**config.mk**
```make
export PLATFORM = sky130hd
export DESIGN_NAME = multicycle_controller
export DESIGN_NICKNAME = d
export VERILOG_FILES = /design/src/rtl/mips_ctrl_pkg.sv /design/src/rtl/alu_funct_decoder.sv /design/src/rtl/multicycle_controller.sv
export SDC_FILE = /design/constraint.sdc
export NUM_CORES = 1
export LEC_CHECK = 0
export BUFFER_PORTS_ARGS = -buffer_cell sky130_fd_sc_hd__buf_2
export CAP_MARGIN = 15
export CORE_ASPECT_RATIO = 0.8
export CORE_MARGIN = 4
export CORE_UTILIZATION = 44
export DETAILED_ROUTE_END_ITERATION = 6
export PLACE_DENSITY = 0.92
export SYNTH_ARGS = -nofsm -noshare
export SYNTH_HDL_FRONTEND = slang
export SYNTH_SLANG_ARGS = --single-unit
```
**constraint.sdc**
```tcl
create_clock -name clk -period 2.13 [get_ports clk]
set_clock_uncertainty 0.1 [all_clocks]
set_input_delay 0.213 -clock clk [delete_from_list [all_inputs] [get_ports clk]]
set_output_delay 0.213 -clock clk [all_outputs]
set_load 0.005 [all_outputs]
```
**src/rtl/mips_ctrl_pkg.sv**
```systemverilog
// Shared encodings for the MIPS control path: FSM states, opcodes, funct codes,
// ALU operations and datapath mux selects.
package mips_ctrl_pkg;

  typedef enum logic [3:0] {
    S_BOOT      = 4'd0,
    S_FETCH     = 4'd1,
    S_DECODE    = 4'd2,
    S_MEM_ADDR  = 4'd3,
    S_MEM_READ  = 4'd4,
    S_MEM_WB    = 4'd5,
    S_MEM_WRITE = 4'd6,
    S_R_EXEC    = 4'd7,
    S_R_WB      = 4'd8,
    S_I_EXEC    = 4'd9,
    S_I_WB      = 4'd10,
    S_BRANCH    = 4'd11,
    S_JUMP      = 4'd12,
    S_ILLEGAL   = 4'd13
  } state_e;

  localparam logic [5:0] OP_RTYPE = 6'h00;
  localparam logic [5:0] OP_LW    = 6'h23;
  localparam logic [5:0] OP_SW    = 6'h2B;
  localparam logic [5:0] OP_ADDI  = 6'h08;
  localparam logic [5:0] OP_LUI   = 6'h0F;
  localparam logic [5:0] OP_BEQ   = 6'h04;
  localparam logic [5:0] OP_J     = 6'h02;

  localparam logic [5:0] FN_ADD = 6'h20;
  localparam logic [5:0] FN_SUB = 6'h22;
  localparam logic [5:0] FN_AND = 6'h24;
  localparam logic [5:0] FN_OR  = 6'h25;
  localparam logic [5:0] FN_SLT = 6'h2A;

  typedef enum logic [2:0] {
    ALU_ADD    = 3'd0,
    ALU_SUB    = 3'd1,
    ALU_AND    = 3'd2,
    ALU_OR     = 3'd3,
    ALU_SLT    = 3'd4,
    ALU_PASS_B = 3'd5
  } alu_op_e;

  localparam logic [1:0] SRCB_REGB    = 2'd0;
  localparam logic [1:0] SRCB_FOUR    = 2'd1;
  localparam logic [1:0] SRCB_IMM     = 2'd2;
  localparam logic [1:0] SRCB_IMM_SH2 = 2'd3;

  localparam logic [1:0] PCSRC_ALU    = 2'd0;
  localparam logic [1:0] PCSRC_ALUOUT = 2'd1;
  localparam logic [1:0] PCSRC_JUMP   = 2'd2;

endpackage

```
**src/rtl/alu_funct_decoder.sv**
```systemverilog
// R-type funct to ALU operation, purely combinational; valid=0 flags an
// unsupported funct. Also used by the single-cycle control path.
module alu_funct_decoder
  import mips_ctrl_pkg::*;
(
  input  logic [5:0] funct,
  output alu_op_e    alu_op,
  output logic       valid
);

  always_comb begin
    alu_op = ALU_ADD;
    valid  = 1'b1;
    case (funct)
      FN_ADD:  alu_op = ALU_ADD;
      FN_SUB:  alu_op = ALU_SUB;
      FN_AND:  alu_op = ALU_AND;
      FN_OR:   alu_op = ALU_OR;
      FN_SLT:  alu_op = ALU_SLT;
      default: valid  = 1'b0;
    endcase
  end

endmodule

```
**src/rtl/multicycle_controller.sv**
```systemverilog
// Moore FSM sequencing the shared-memory MIPS datapath; 3-5 cycles per instruction.
// Memory states hold until mem_ready; a watchdog aborts a stalled access via BOOT.
module multicycle_controller
  import mips_ctrl_pkg::*;
#(
  parameter int WAIT_LIMIT = 16,
  parameter int ALU_OP_W   = 6
) (
  input  logic                clk,
  input  logic                rst_n,
  input  logic [31:0]         instruction,
  input  logic                zero,
  input  logic                mem_ready,
  output logic                mem_read,
  output logic                mem_write,
  output logic                i_or_d,
  output logic                ir_write,
  output logic                pc_write,
  output logic [1:0]          pc_source,
  output logic                alu_src_a,
  output logic [1:0]          alu_src_b,
  output logic [ALU_OP_W-1:0] alu_op,
  output logic                immediate_shifter,
  output logic                reg_dst,
  output logic                mem_to_reg,
  output logic                reg_write,
  output logic                instr_done,
  output logic                illegal_op,
  output logic                bus_error,
  output logic [3:0]          state_o
);

  localparam int CNT_W = (WAIT_LIMIT > 1) ? $clog2(WAIT_LIMIT) : 1;
  localparam logic [CNT_W-1:0] CNT_LAST = (WAIT_LIMIT > 0) ? CNT_W'(WAIT_LIMIT - 1) : '0;
  localparam bit WD_EN = (WAIT_LIMIT != 0);

  state_e           state_q, state_d;
  logic [CNT_W-1:0] wait_cnt_q, wait_cnt_d;
  logic             mem_wait;
  alu_op_e          alu_sel;
  alu_op_e          funct_op;
  logic             funct_vld;
  logic [5:0]       opcode;
  logic             unused_instr;

  assign opcode       = instruction[31:26];
  assign unused_instr = ^instruction[25:6];
  assign alu_op       = ALU_OP_W'(alu_sel);
  assign state_o      = state_q;

  alu_funct_decoder u_funct_dec (
    .funct  (instruction[5:0]),
    .alu_op (funct_op),
    .valid  (funct_vld)
  );

  always_comb begin
    state_d           = state_q;
    mem_read          = 1'b0;
    mem_write         = 1'b0;
    i_or_d            = 1'b0;
    ir_write          = 1'b0;
    pc_write          = 1'b0;
    pc_source         = PCSRC_ALU;
    alu_src_a         = 1'b0;
    alu_src_b         = SRCB_REGB;
    alu_sel           = ALU_ADD;
    immediate_shifter = 1'b0;
    reg_dst           = 1'b0;
    mem_to_reg        = 1'b0;
    reg_write         = 1'b0;
    instr_done        = 1'b0;
    illegal_op        = 1'b0;
    bus_error         = 1'b0;
    mem_wait          = 1'b0;

    case (state_q)
      S_BOOT: state_d = S_FETCH;
      S_FETCH: begin
        mem_read  = 1'b1;
        alu_src_b = SRCB_FOUR;
        ir_write  = mem_ready;
        pc_write  = mem_ready;
        if (mem_ready) state_d = S_DECODE;
        else           mem_wait = 1'b1;
      end
      S_DECODE: begin
        // Branch target is computed speculatively into ALUOut here.
        alu_src_b = SRCB_IMM_SH2;
        case (opcode)
          OP_RTYPE:        state_d = S_R_EXEC;
          OP_LW, OP_SW:    state_d = S_MEM_ADDR;
          OP_ADDI, OP_LUI: state_d = S_I_EXEC;
          OP_BEQ:          state_d = S_BRANCH;
          OP_J:            state_d = S_JUMP;
          default:         state_d = S_ILLEGAL;
        endcase
      end
      S_MEM_ADDR: begin
        alu_src_a = 1'b1;
        alu_src_b = SRCB_IMM;
        state_d   = (opcode == OP_LW) ? S_MEM_READ : S_MEM_WRITE;
      end
      S_MEM_READ: begin
        mem_read = 1'b1;
        i_or_d   = 1'b1;
        if (mem_ready) state_d = S_MEM_WB;
        else           mem_wait = 1'b1;
      end
      S_MEM_WB: begin
        reg_write  = 1'b1;
        mem_to_reg = 1'b1;
        instr_done = 1'b1;
        state_d    = S_FETCH;
      end
      S_MEM_WRITE: begin
        mem_write = 1'b1;
        i_or_d    = 1'b1;
        if (mem_ready) begin
          instr_done = 1'b1;
          state_d    = S_FETCH;
        end else begin
          mem_wait = 1'b1;
        end
      end
      S_R_EXEC: begin
        alu_src_a = 1'b1;
        alu_src_b = SRCB_REGB;
        alu_sel   = funct_op;
        state_d   = funct_vld ? S_R_WB : S_ILLEGAL;
      end
      S_R_WB: begin
        reg_write  = 1'b1;
        reg_dst    = 1'b1;
        instr_done = 1'b1;
        state_d    = S_FETCH;
      end
      S_I_EXEC: begin
        alu_src_a = 1'b1;
        alu_src_b = SRCB_IMM;
        if (opcode == OP_LUI) begin
          alu_sel           = ALU_PASS_B;
          immediate_shifter = 1'b1;
        end
        state_d = S_I_WB;
      end
      S_I_WB: begin
        reg_write         = 1'b1;
        instr_done        = 1'b1;
        immediate_shifter = (opcode == OP_LUI);
        state_d           = S_FETCH;
      end
      S_BRANCH: begin
        alu_src_a  = 1'b1;
        alu_src_b  = SRCB_REGB;
        alu_sel    = ALU_SUB;
        pc_source  = PCSRC_ALUOUT;
        pc_write   = zero;
        instr_done = 1'b1;
        state_d    = S_FETCH;
      end
      S_JUMP: begin
        pc_source  = PCSRC_JUMP;
        pc_write   = 1'b1;
        instr_done = 1'b1;
        state_d    = S_FETCH;
      end
      // PC was already advanced in FETCH, so just resume fetching.
      S_ILLEGAL: begin
        illegal_op = 1'b1;
        state_d    = S_FETCH;
      end
      default: state_d = S_BOOT;
    endcase

    // A completing access never reaches here since mem_wait is only set without mem_ready.
    if (WD_EN && mem_wait && (wait_cnt_q == CNT_LAST)) begin
      bus_error = 1'b1;
      state_d   = S_BOOT;
    end

    if (state_d != state_q) wait_cnt_d = '0;
    else if (mem_wait)      wait_cnt_d = wait_cnt_q + 1'b1;
    else                    wait_cnt_d = wait_cnt_q;
  end

  always_ff @(posedge clk or negedge rst_n) begin
    if (!rst_n) begin
      state_q    <= S_BOOT;
      wait_cnt_q <= '0;
    end else begin
      state_q    <= state_d;
      wait_cnt_q <= wait_cnt_d;
    end
  end

endmodule
```
==> results.md, run 1 <==
| Parameter | Reported | Unit |
| --- | --- | --- |
| Status | complete, no violations | - |
| Number of iterations in the first detailed-routing pass | 5 | - |
| Core outline area | 0.002233 | sq mm |
| Worst EP required | 1.82 | ns |
| Number of buffers inserted during clock tree synthesis | 3 | - |
| Residual DRC count | 0 | - |
| Number of vias per cell after detailed routing | 5.938 | - |
| Switching part of the total power | 0.4949 | - |
| Slowest cell on the critical path | sky130_fd_sc_hd__or3b_4 | - |
| Part of the total power dissipated in combinational logic | 0.747 | - |
| GRT Overall Usage | 0.1908 | - |
| Placed inst area | 0.001294 | sq mm |
| Proportion of layout cells with a drive suffix above 1 | 0.3838 | - |
| Global route overflow | 0 | - |
| Clock Sink Count | 8 | - |
| Worst-Skew Late Latency | 0.25 | ns |
| Standard-cell row count | 15 | - |
| Number of input and output port buffers inserted | 39 | - |
| Bufs on Longest Clock Path | 2 | - |
| Root Buffer | sky130_fd_sc_hd__clkbuf_4 | - |
| Number of synthesized register bits | 8 | - |
| Post-synthesis cell area | 0.001065 | sq mm |
| Critical R2R Capture | wait_cnt_q[3] | - |
| Worst hold-check slack | 0.2270 | ns |
| Via count of the first global-routing pass | 1,110 | - |
| Final instance area | 0.001353 | sq mm |
| Average instance area after synthesis | 7.552 | sq um |
| Leakage | 0.6185 | nW |
| Power after layout | 1.445 | mW |
| Ranking of synthesized cells by instance count | sky130_fd_sc_hd__nor2_1 (19), sky130_fd_sc_hd__nor3_1 (11), sky130_fd_sc_hd__dfrtp_1 (8), sky130_fd_sc_hd__nand2_1 (8), sky130_fd_sc_hd__a21oi_1 (7) | - |
| Worst Path Arrival | 1.75 | ns |
| Final worst-path cycle share | 0.9676 | - |
| Prevailing post-synth register cell | sky130_fd_sc_hd__dfrtp_1 | - |
| Die area | 0.003276 | sq mm |
| Warnings, synthesis | 0 | - |
| Hold Vio Cnt, Final | 0 | - |
| Max-cap violation count | 0 | - |
| Sum of negative setup slack | 0 | ns |
| Final wirelength | 3.030 | mm |
| Internal power | 0.7297 | mW |
| Kind of critical path | reg -> out | - |
| Global-route wire length before repair | 5.037 | mm |
| Cell type with the largest total area after synthesis | sky130_fd_sc_hd__dfrtp_1 | - |
| Sequential element share of the synthesized area | 0.1880 | - |
| Startpoint of the worst setup timing path | state_o[2] | - |
| Cell type with the highest occurrence count on the critical path | sky130_fd_sc_hd__buf_4 | - |
| Final count of pins violating max slew | 0 | - |
| Crit. End Element | output pin | - |
| Share of the synthesized area in the top cell type | 0.1880 | - |
| Pre-CTS worst setup slack | 0.05435 | ns |
| Dominant cells by area after synthesis | sky130_fd_sc_hd__dfrtp_1 (19%), sky130_fd_sc_hd__nor2_1 (6.7%), sky130_fd_sc_hd__nor3_1 (5.2%) | - |
| Starting density of the core | 0.4768 | - |
| Global placer's final weighted congestion | 0.9225 | - |
| Number of ports placed on the die boundary | 63 | - |
| Setup repair after global routing missed its margin | true | - |
| Reg2reg start | state_o[3] | - |
| Total Nets Final | 224 | - |
| Hold Crit Class | in -> async | - |
| Share of total power in sequential cells | 0.174 | - |
| Hpwl dp | 2.397 | mm |
| Count of antenna-violating nets left after detailed routing | 0 | - |
| Utilization of the core after routing | 0.6056 | - |
| Net switching component of the power | 0.7150 | mW |
| Chip width | 63 | microns |
| Element type at the critical path start | flip-flop | - |
| Async set-reset flop share out of synthesis | 1.000 | - |
| FF/Latch Area | 202.7 | sq um |
| Setup slack of the worst register-to-register path | 0.12 | ns |
| Least setup slack across all paths after layout | 0.06896 | ns |
| Unique cell type count in the Yosys netlist | 53 | - |
| Critical path fanouts, max | 10 | - |
| Initial antenna violation count | 0 | - |
| Drt wl/cell | 14.43 | microns |
| Number of enable flip-flop cells after synthesis | 0 | - |
| Ordered cell list for the critical path | buf_4 > or3b_4 > a21oi_4 > and2b_2 > buf_4 > buf_2 | - |
| Worst supply voltage drop on vdd | 0.4659 | mV |
| Area growth, synth to finish | 27.03 | % |
| Post-Syn Instances | 141 | - |
| Iteration-0 DRC Markers | 112 | - |
| Area of the multi-input gates | 800.8 | sq um |
| Clock slew at the register clock pins of the worst setup and hold paths | 0.05 | ns |
| Cell total after placement | 205 | - |
| Dominant cell by count in the synthesized netlist | sky130_fd_sc_hd__nor2_1 | - |
| Non-filler cells, final | 210 | - |
| Maximum number of pins on one net before global-route repair | 16 | - |
| Total via count in the routed design | 1,247 | - |
| Time the final worst path needs with I/O delays and setup | 2.061 | ns |
| Proportion of power drawn by the clock network | 0.079 | - |
| Antenna Cells | 0 | - |
| Final setup violation count | 0 | - |
| Clock tree from TritonCTS | done | - |
| FILL cells | 200 | - |
| CP max stage delay | 0.39 | ns |
| R2R cell count | 6 | - |
| Total power density per cell area | 1068 | mW/mm^2 |
| Top achievable clock speed | 0.4852 | GHz |
| Htree depth | 1 | - |
| Floorplan die height | 52 | microns |
cells in the final DEF, fill, tap and decap left out, types with 3 or more instances in the layout:
master and n:
sky130_fd_sc_hd__nand3_1 4, sky130_fd_sc_hd__inv_1 3, sky130_fd_sc_hd__nor3_1 9, sky130_fd_sc_hd__clkbuf_4 3, sky130_fd_sc_hd__o22ai_1 3, sky130_fd_sc_hd__nand2b_1 4
sky130_fd_sc_hd__nand2_1 7, sky130_fd_sc_hd__a21oi_1 7, sky130_fd_sc_hd__mux2i_1 3, sky130_fd_sc_hd__nor2_1 19, sky130_fd_sc_hd__nor2b_1 3, sky130_fd_sc_hd__buf_4 10
sky130_fd_sc_hd__o21ai_0 6, sky130_fd_sc_hd__nor4_1 3, sky130_fd_sc_hd__dfrtp_1 6, sky130_fd_sc_hd__xor2_1 3, sky130_fd_sc_hd__buf_2 39, sky130_fd_sc_hd__conb_1 3
area by class of cell:
type | count | area share
Multi-Input combinational cell | 120 | 0.5920
Timing Repair Buffer | 50 | 0.2072
Sequential cell | 8 | 0.1499
Tap cell | 25 | 0.02313
Clock buffer | 3 | 0.01665
Inverter | 4 | 0.01110
repair_timing:
item | 4_1_cts | 5_1_grt
endpoints found under the hold margin | 8 | 0
buffers inserted | 0 | 1
hold buffers | 1 | 0
pin swaps | 0 | 1
gates resized for setup | 4 | 3
endpoints found under the setup margin | 2 | 9
sequential cells by signal, summed over array words and instances, names as in the netlist:
name / count
wait_cnt_q: 4
state_o: 4
metal layers:
metal	track usage	wire [microns]	up-vias
met1	0.2549	1313	554
met5	0	0	-
li1	-	-	615
met3	0.05616	292	8
met2	0.3012	1393	70
met4	0.04762	30	0
cells by family (layout without fill, tap and decap cells):
kind of cell,after synthesis,after routing,share of synthesized area
AOI/OAI and AO/OA,38,38,0.2726
xor gates and xnor gates,5,5,0.04114
adders and majority gates,1,1,0.01175
buffers and inverters,15,57,0.08225
DFF,8,8,0.1880
muxes,3,3,0.02820
other,1,3,0.003522
and+or+nand+nor,70,70,0.3725
power groups by stage:
stage,Combinational (mW),Clock (mW),Sequential [mW]
3_3_place_gp,1.02,0,0.247
2_1_floorplan,0.737,0,0.224
4_1_cts,1.05,0.119,0.250
6_report,1.08,0.114,0.252
5_1_grt,1.18,0.128,0.257
3_5_place_dp,1.04,0,0.247
worst max-delay path, delay by kind of cell (launching register included):
| kind | cells | cell delay [ns] |
|---|---|---|
| buffers and inverters | 3 | 0.39 |
| AND/OR/NAND/NOR | 2 | 0.57 |
| flip-flops | 1 | 0.38 |
| AO/OA/AOI/OAI | 1 | 0.16 |
how the worst max path moves through the flow:
stage,to,depth (start not counted)
3_3_place_gp,wait_cnt_q[0],7
2_1_floorplan,wait_cnt_q[0],8
3_5_place_dp,wait_cnt_q[3],7
5_1_grt,alu_op[0],8
4_1_cts,bus_error,6
6_report,bus_error,6
Note: power is estimated with default switching activity, not from simulation.
==> run 2: changes to the inputs <==
Settings changed: ABC_AREA set to 1, CORE_UTILIZATION 44 to 41, PLACE_DENSITY 0.92 to 0.9.
==> run 2 against run 1 <==
Cell count grew 8.6%. Synthesized area is 12% lower. Combinational power is 20% lower. Flip-flop and latch count stayed put. Clock-buffer cell count is the same. Worst setup slack better by 0.15 ns. Power down 11%. Maximum frequency increased by 7.8%. Cell area down 13%. First-iteration DRC count down 78%. Wire length down 23%.
==> results.md, run 2 <==
| Parameter | Reported | Unit |
| --- | --- | --- |
| Status | complete, no violations | - |
| Max-cap violation count | 0 | - |
| Portion of netlist area occupied by mux cells | 0 | - |
| Total via count in the routed design | 1,088 | - |
| Residual DRC count | 0 | - |
| Sum of negative setup slack | 0 | ns |
| Share of synthesized cell area in and, or, nand and nor gates | 0.5260 | - |
| Floorplan die height | 50.82 | microns |
| Final wirelength | 2.325 | mm |
| Element type at the critical path start | flip-flop | - |
| Standard-cell row count | 15 | - |
| Worst supply voltage drop on vdd | 0.7133 | mV |
| Post-synthesis cell area | 939.7 | sq um |
| Area growth, synth to finish | 25.17 | % |
| Post-Syn Instances | 162 | - |
| Number of enable flip-flop cells after synthesis | 0 | - |
| Async set-reset flop share out of synthesis | 1.000 | - |
| Most common library cell in the layout ignoring fill and taps | sky130_fd_sc_hd__nand2_1 | - |
| Reg2reg start | state_o[0] | - |
| Die area | 0.003127 | sq mm |
| Time the final worst path needs with I/O delays and setup | 1.911 | ns |
| Adder-Cell Fraction of Synth Area | 0.01332 | - |
| Proportion of power drawn by the clock network | 0.088 | - |
| Setup repair after global routing missed its margin | false | - |
| Leading cell types in the layout, fill and taps excluded | sky130_fd_sc_hd__nand2_1 (41), sky130_fd_sc_hd__buf_2 (39), sky130_fd_sc_hd__inv_1 (28), sky130_fd_sc_hd__nor2_1 (21), sky130_fd_sc_hd__nand3_1 (20) | - |
| Ranking of synthesized cells by instance count | sky130_fd_sc_hd__nand2_1 (41), sky130_fd_sc_hd__inv_1 (28), sky130_fd_sc_hd__nor2_1 (21) | - |
| Setup slack of the worst register-to-register path | 0.27 | ns |
| Clock Sink Count | 8 | - |
| Bufs on Longest Clock Path | 2 | - |
| Number of input and output port buffers inserted | 39 | - |
| Share of the synthesized netlist area taken by xor and xnor gates | 0.01864 | - |
| Drt wl/cell | 10.20 | microns |
| Via count of the first global-routing pass | 929 | - |
| Number of iterations in the first detailed-routing pass | 4 | - |
| Chip width | 61.53 | microns |
| Cell type with the largest total area after synthesis | sky130_fd_sc_hd__dfrtp_1 | - |
| Starting density of the core | 0.4316 | - |
| Global route overflow | 0 | - |
| Unique cell type count in the Yosys netlist | 26 | - |
| Global placer's final weighted congestion | 0.9013 | - |
| Compound-gate portion of the synthesized area | 0.06525 | - |
| Average instance area after synthesis | 5.800 | sq um |
| Maximum number of pins on one net before global-route repair | 10 | - |
| Non-filler cells, final | 228 | - |
| Number of buffers inserted during clock tree synthesis | 3 | - |
| R2R cell count | 12 | - |
| Sequential element share of the synthesized area | 0.2130 | - |
| Largest family of logic cells by synthesized area | simple AND/OR/NAND/NOR gates | - |
| GRT Overall Usage | 0.1564 | - |
| Total power density per cell area | 1099 | mW/mm^2 |
| Dominant cells by area after synthesis | sky130_fd_sc_hd__dfrtp_1 (21%), sky130_fd_sc_hd__nand2_1 (16%), sky130_fd_sc_hd__inv_1 (11%) | - |
| Hold Vio Cnt, Final | 0 | - |
| Post-CTS Setup Bufs | 0 | - |
| Final count of pins violating max slew | 0 | - |
| Part of the total power dissipated in combinational logic | 0.672 | - |
| Number of vias per cell after detailed routing | 4.772 | - |
| Share of total power in sequential cells | 0.240 | - |
| Dominant cell by count in the synthesized netlist | sky130_fd_sc_hd__nand2_1 | - |
| Cell total after placement | 224 | - |
| Clock tree from TritonCTS | done | - |
| Total Nets Final | 242 | - |
| Worst-Skew Late Latency | 0.26 | ns |
| Worst EP required | 1.82 | ns |
| Prevailing post-synth register cell | sky130_fd_sc_hd__dfrtp_1 | - |
| Htree depth | 1 | - |
| Least setup slack across all paths after layout | 0.2188 | ns |
| Internal power | 0.6063 | mW |
| Clock slew at the register clock pins of the worst setup and hold paths | 0.05 | ns |
| Initial antenna violation count | 0 | - |
| Hpwl dp | 2.024 | mm |
| Warnings, synthesis | 0 | - |
| Global-route wire length before repair | 3.829 | mm |
| Critical path fanouts, max | 9 | - |
| Antenna Cells | 0 | - |
| Count of antenna-violating nets left after detailed routing | 0 | - |
| Switching part of the total power | 0.5311 | - |
| Root Buffer | sky130_fd_sc_hd__clkbuf_4 | - |
| Net switching component of the power | 0.6866 | mW |
| Proportion of layout cells with a drive suffix above 1 | 0.3005 | - |
| Critical R2R Capture | wait_cnt_q[3] | - |
| Leakage | 0.8046 | nW |
| Iteration-0 DRC Markers | 25 | - |
| Core outline area | 0.002177 | sq mm |
| Final setup violation count | 0 | - |
| Number of synthesized register bits | 8 | - |
| Crit. End Element | output pin | - |
| Pre-CTS worst setup slack | 0.2714 | ns |
| Kind of critical path | reg -> out | - |
| Final worst-path cycle share | 0.8973 | - |
| Number of ports placed on the die boundary | 63 | - |
| Worst Path Arrival | 1.60 | ns |
| Share of the synthesized area in the top cell type | 0.2130 | - |
| Hold Crit Class | in -> async | - |
| Top achievable clock speed | 0.5232 | GHz |
## run 2: cell types whose count changed in the layout (fill, tap and decap cells not counted), sizes merged, moves of 4 or more
| cell | delta |
|---|---|
| nand2b | -4 |
| buf | -10 |
| a21oi | -5 |
| inv | +28 |
| nand2 | +39 |
| nand3 | +17 |
| nor3 | -10 |
| nor2 | +9 |
## run 2: critical path: stages (launching register included)
cell                      delay, ns
sky130_fd_sc_hd__dfrtp_1       0.54
sky130_fd_sc_hd__inv_2         0.11
sky130_fd_sc_hd__nor2_4        0.16
sky130_fd_sc_hd__nand3_1       0.13
sky130_fd_sc_hd__o21ai_2       0.09
sky130_fd_sc_hd__nand2_2       0.11
sky130_fd_sc_hd__inv_1         0.09
sky130_fd_sc_hd__buf_2         0.11
## run 2: cell families (layout without fill, tap and decap cells)
kind of cell,Yosys count,after routing
DFF,8,8
buffers and inverters,36,75
and+or+nand+nor,104,104
adders and majority gates,1,1
AOI/OAI and AO/OA,10,10
other,1,3
xor gates and xnor gates,2,2
## run 2: metrics by stage
step	area, sq um	hold WS (ns)	utilization	total power, mW
4_1_cts	1176	0.2308	0.5402	1.298
3_3_place_gp	1144	-0.04339	0.5253	1.153
3_5_place_dp	1144	-0.03951	0.5253	1.178
2_1_floorplan	947.2	-0.1826	-	0.9007
6_report	1176	0.2255	0.5402	1.293
5_1_grt	1176	0.2386	0.5402	1.440
## run 2: layout make-up
type | count | area (sq um)
Clock buffer | 3 | 22.52
Fill cell | 218 | 1001
Inverter | 32 | 120.1
Multi-Input combinational cell | 120 | 596.8
Sequential cell | 8 | 200.2
Tap cell | 25 | 31.28
Timing Repair Buffer | 40 | 205.2
## run 2: per-layer routing
metal,GRT usage,vias up,share of wire
met5,0,-,0
met4,0.02120,0,0.0047
met3,0.03030,2,0.052
met2,0.2613,25,0.48
met1,0.2114,477,0.47
li1,-,584,-
## run 2: worst max-delay path by stage
stage	from	endpoint	slack, ns	cells after the start
6_report	state_o[0]	bus_error	0.22	7
3_5_place_dp	state_o[0]	wait_cnt_q[3]	0.27	12
2_1_floorplan	state_o[3]	wait_cnt_q[0]	0.57	11
5_1_grt	state_o[2]	bus_error	0.08	7
3_3_place_gp	state_o[0]	wait_cnt_q[1]	0.36	12
4_1_cts	state_o[0]	bus_error	0.22	7
## run 2: repair_timing
| action | 4_1_cts | 5_1_grt |
|---|---|---|
| resized for setup | 0 | 0 |
| endpoints found under the hold margin | 8 | 0 |
| hold buffers | 1 | 0 |
## run 2: power groups by stage
stage	Sequential, mW	Clock (mW)	Combinational (mW)
CTS	0.309	0.117	0.872
finish	0.310	0.114	0.869
global route	0.316	0.136	0.988
detailed placement	0.311	0	0.867
floorplan	0.279	0	0.622
global placement	0.307	0	0.846
==> run 3: changes to the inputs <==
Settings changed: RECOVER_POWER set to 25.
==> run 3 against run 2 <==
Clock power hardly changed. Clock-buffer cell count stayed put. Wire length fell by 0.22%. Die area unchanged. Power is 0.42% lower. Flip-flop and latch count did not move.
==> results.md, run 3 (synthesized netlist as in run 2, its figures left out) <==
| Parameter | Reported | Unit |
| --- | --- | --- |
| Status | complete, no violations | - |
| Combined buffer and inverter count along the critical path | 3 | - |
| FF/Latch Area | 200.2 | sq um |
| Area of the multi-input gates | 596.8 | sq um |
| GR Util met3 | 0.03030 | - |
| Clock slew at the register clock pins of the worst setup and hold paths | 0.05 | ns |
| Reg2reg start | state_o[0] | - |
| Crit. End Element | output pin | - |
| Floorplan die height | 50.82 | microns |
| Maximum number of pins on one net before global-route repair | 10 | - |
| Leading cell types in the layout, fill and taps excluded | sky130_fd_sc_hd__nand2_1 (41), sky130_fd_sc_hd__buf_2 (36), sky130_fd_sc_hd__inv_1 (28), sky130_fd_sc_hd__nor2_1 (21), sky130_fd_sc_hd__nand3_1 (20) | - |
| Power after layout | 1.288 | mW |
| Most used routing layer | met2 | - |
| Final wirelength | 2.320 | mm |
| Slowest cell on the critical path | sky130_fd_sc_hd__dfrtp_1 | - |
| Residual DRC count | 0 | - |
| Total power density per cell area | 1098 | mW/mm^2 |
| Setup repair after global routing missed its margin | false | - |
| CP max stage delay | 0.54 | ns |
| Number of vias per cell after detailed routing | 4.754 | - |
| Number of buffers inserted during clock tree synthesis | 3 | - |
| Met1 track demand over resource in global routing | 0.2114 | - |
| Worst EP required | 1.82 | ns |
| Htree depth | 1 | - |
| Max-cap violation count | 0 | - |
| Standard-cell row count | 15 | - |
| Chip width | 61.53 | microns |
| Root Buffer | sky130_fd_sc_hd__clkbuf_4 | - |
| Number of input and output port buffers inserted | 39 | - |
| Sum of negative setup slack | 0 | ns |
| Ordered cell list for the critical path | inv_2 > nor2_4 > nand3_1 > o21ai_2 > nand2_2 > inv_1 > buf_2 | - |
| Total Nets Final | 242 | - |
| Bufs on Longest Clock Path | 2 | - |
| Non-filler cells, final | 228 | - |
| Cell total after placement | 224 | - |
| Setup slack of the worst register-to-register path | 0.26 | ns |
| Least setup slack across all paths after layout | 0.2148 | ns |
| Post-CTS Setup Bufs | 0 | - |
| Worst-Skew Late Latency | 0.26 | ns |
| Initial antenna violation count | 0 | - |
| Core outline area | 0.002177 | sq mm |
| Iteration-0 DRC Markers | 22 | - |
| Hpwl dp | 2.024 | mm |
| Hold Crit Class | in -> async | - |
| Worst hold-check slack | 0.2979 | ns |
| Time the final worst path needs with I/O delays and setup | 1.915 | ns |
| Final count of pins violating max slew | 0 | - |
| Pre-CTS worst setup slack | 0.2714 | ns |
| Hold Vio Cnt, Final | 0 | - |
| Total via count in the routed design | 1,084 | - |
| Antenna Cells | 0 | - |
| Number of iterations in the first detailed-routing pass | 4 | - |
| Element type at the critical path start | flip-flop | - |
| Proportion of layout cells with a drive suffix above 1 | 0.2857 | - |
| Count of antenna-violating nets left after detailed routing | 0 | - |
| Largest delay share family, worst path | flip-flops | - |
| Global placer's final weighted congestion | 0.9013 | - |
| Most common library cell in the layout ignoring fill and taps | sky130_fd_sc_hd__nand2_1 | - |
| Worst Path Arrival | 1.60 | ns |
| Met2 Resource Use GR | 0.2613 | - |
| Die area | 0.003127 | sq mm |
| Global route overflow | 0 | - |
| Final worst-path cycle share | 0.8992 | - |
| Critical R2R Capture | wait_cnt_q[3] | - |
| Leakage | 0.7943 | nW |
| Number of ports placed on the die boundary | 63 | - |
| Area growth, synth to finish | 24.77 | % |
| Clock Sink Count | 8 | - |
| Top achievable clock speed | 0.5221 | GHz |
| Global-route wire length before repair | 3.829 | mm |
| R2R cell count | 12 | - |
| Worst supply voltage drop on vdd | 0.7133 | mV |
| Kind of critical path | reg -> out | - |
| Via count of the first global-routing pass | 929 | - |
| Starting density of the core | 0.4316 | - |
| GRT Overall Usage | 0.1564 | - |
| FILL cells | 221 | - |
| Final setup violation count | 0 | - |
| Critical path fanouts, max | 9 | - |
| Clock tree from TritonCTS | done | - |
| Drt wl/cell | 10.18 | microns |
-- run 3: worst max path at each step --
stage,end,startpoint,slack (ns),cells past startpoint
3_5_place_dp,wait_cnt_q[3],state_o[0],0.27,12
5_1_grt,bus_error,state_o[2],0.07,7
2_1_floorplan,wait_cnt_q[0],state_o[3],0.57,11
3_3_place_gp,wait_cnt_q[1],state_o[0],0.36,12
4_1_cts,bus_error,state_o[0],0.22,7
6_report,bus_error,state_o[0],0.21,7
-- run 3: cell type report --
class / count / share of cell area
Clock buffer: 3 / 0.01921
Inverter: 32 / 0.1025
Multi-Input combinational cell: 120 / 0.5091
Sequential cell: 8 / 0.1708
Tap cell: 25 / 0.02668
Timing Repair Buffer: 40 / 0.1718
-- run 3: power breakdown --
group,switching (mW),internal (mW),total (mW)
logic,0.531,0.332,0.863
clock network,0.0499,0.0643,0.114
registers,0.104,0.206,0.310
-- run 3: repair_timing --
| action | CTS | global route |
|---|---|---|
| gates resized for setup | 0 | 0 |
| hold buffers | 1 | 0 |
| endpoints found under the hold margin | 8 | 0 |
-- run 3: routing by layer --
| layer | vias to the layer above | part of all wire |
|---|---|---|
| met5 | - | 0 |
| li1 | 584 | - |
| met2 | 25 | 0.47 |
| met1 | 473 | 0.47 |
| met4 | 0 | 0.0047 |
| met3 | 2 | 0.053 |
-- run 3: per-stage QoR --
| step | util | area (sq um) |
|---|---|---|
| 2_1_floorplan | - | 947.2 |
| 3_5_place_dp | 0.5253 | 1144 |
| 6_report | 0.5385 | 1172 |
| 4_1_cts | 0.5402 | 1176 |
| 3_3_place_gp | 0.5253 | 1144 |
| 5_1_grt | 0.5385 | 1172 |
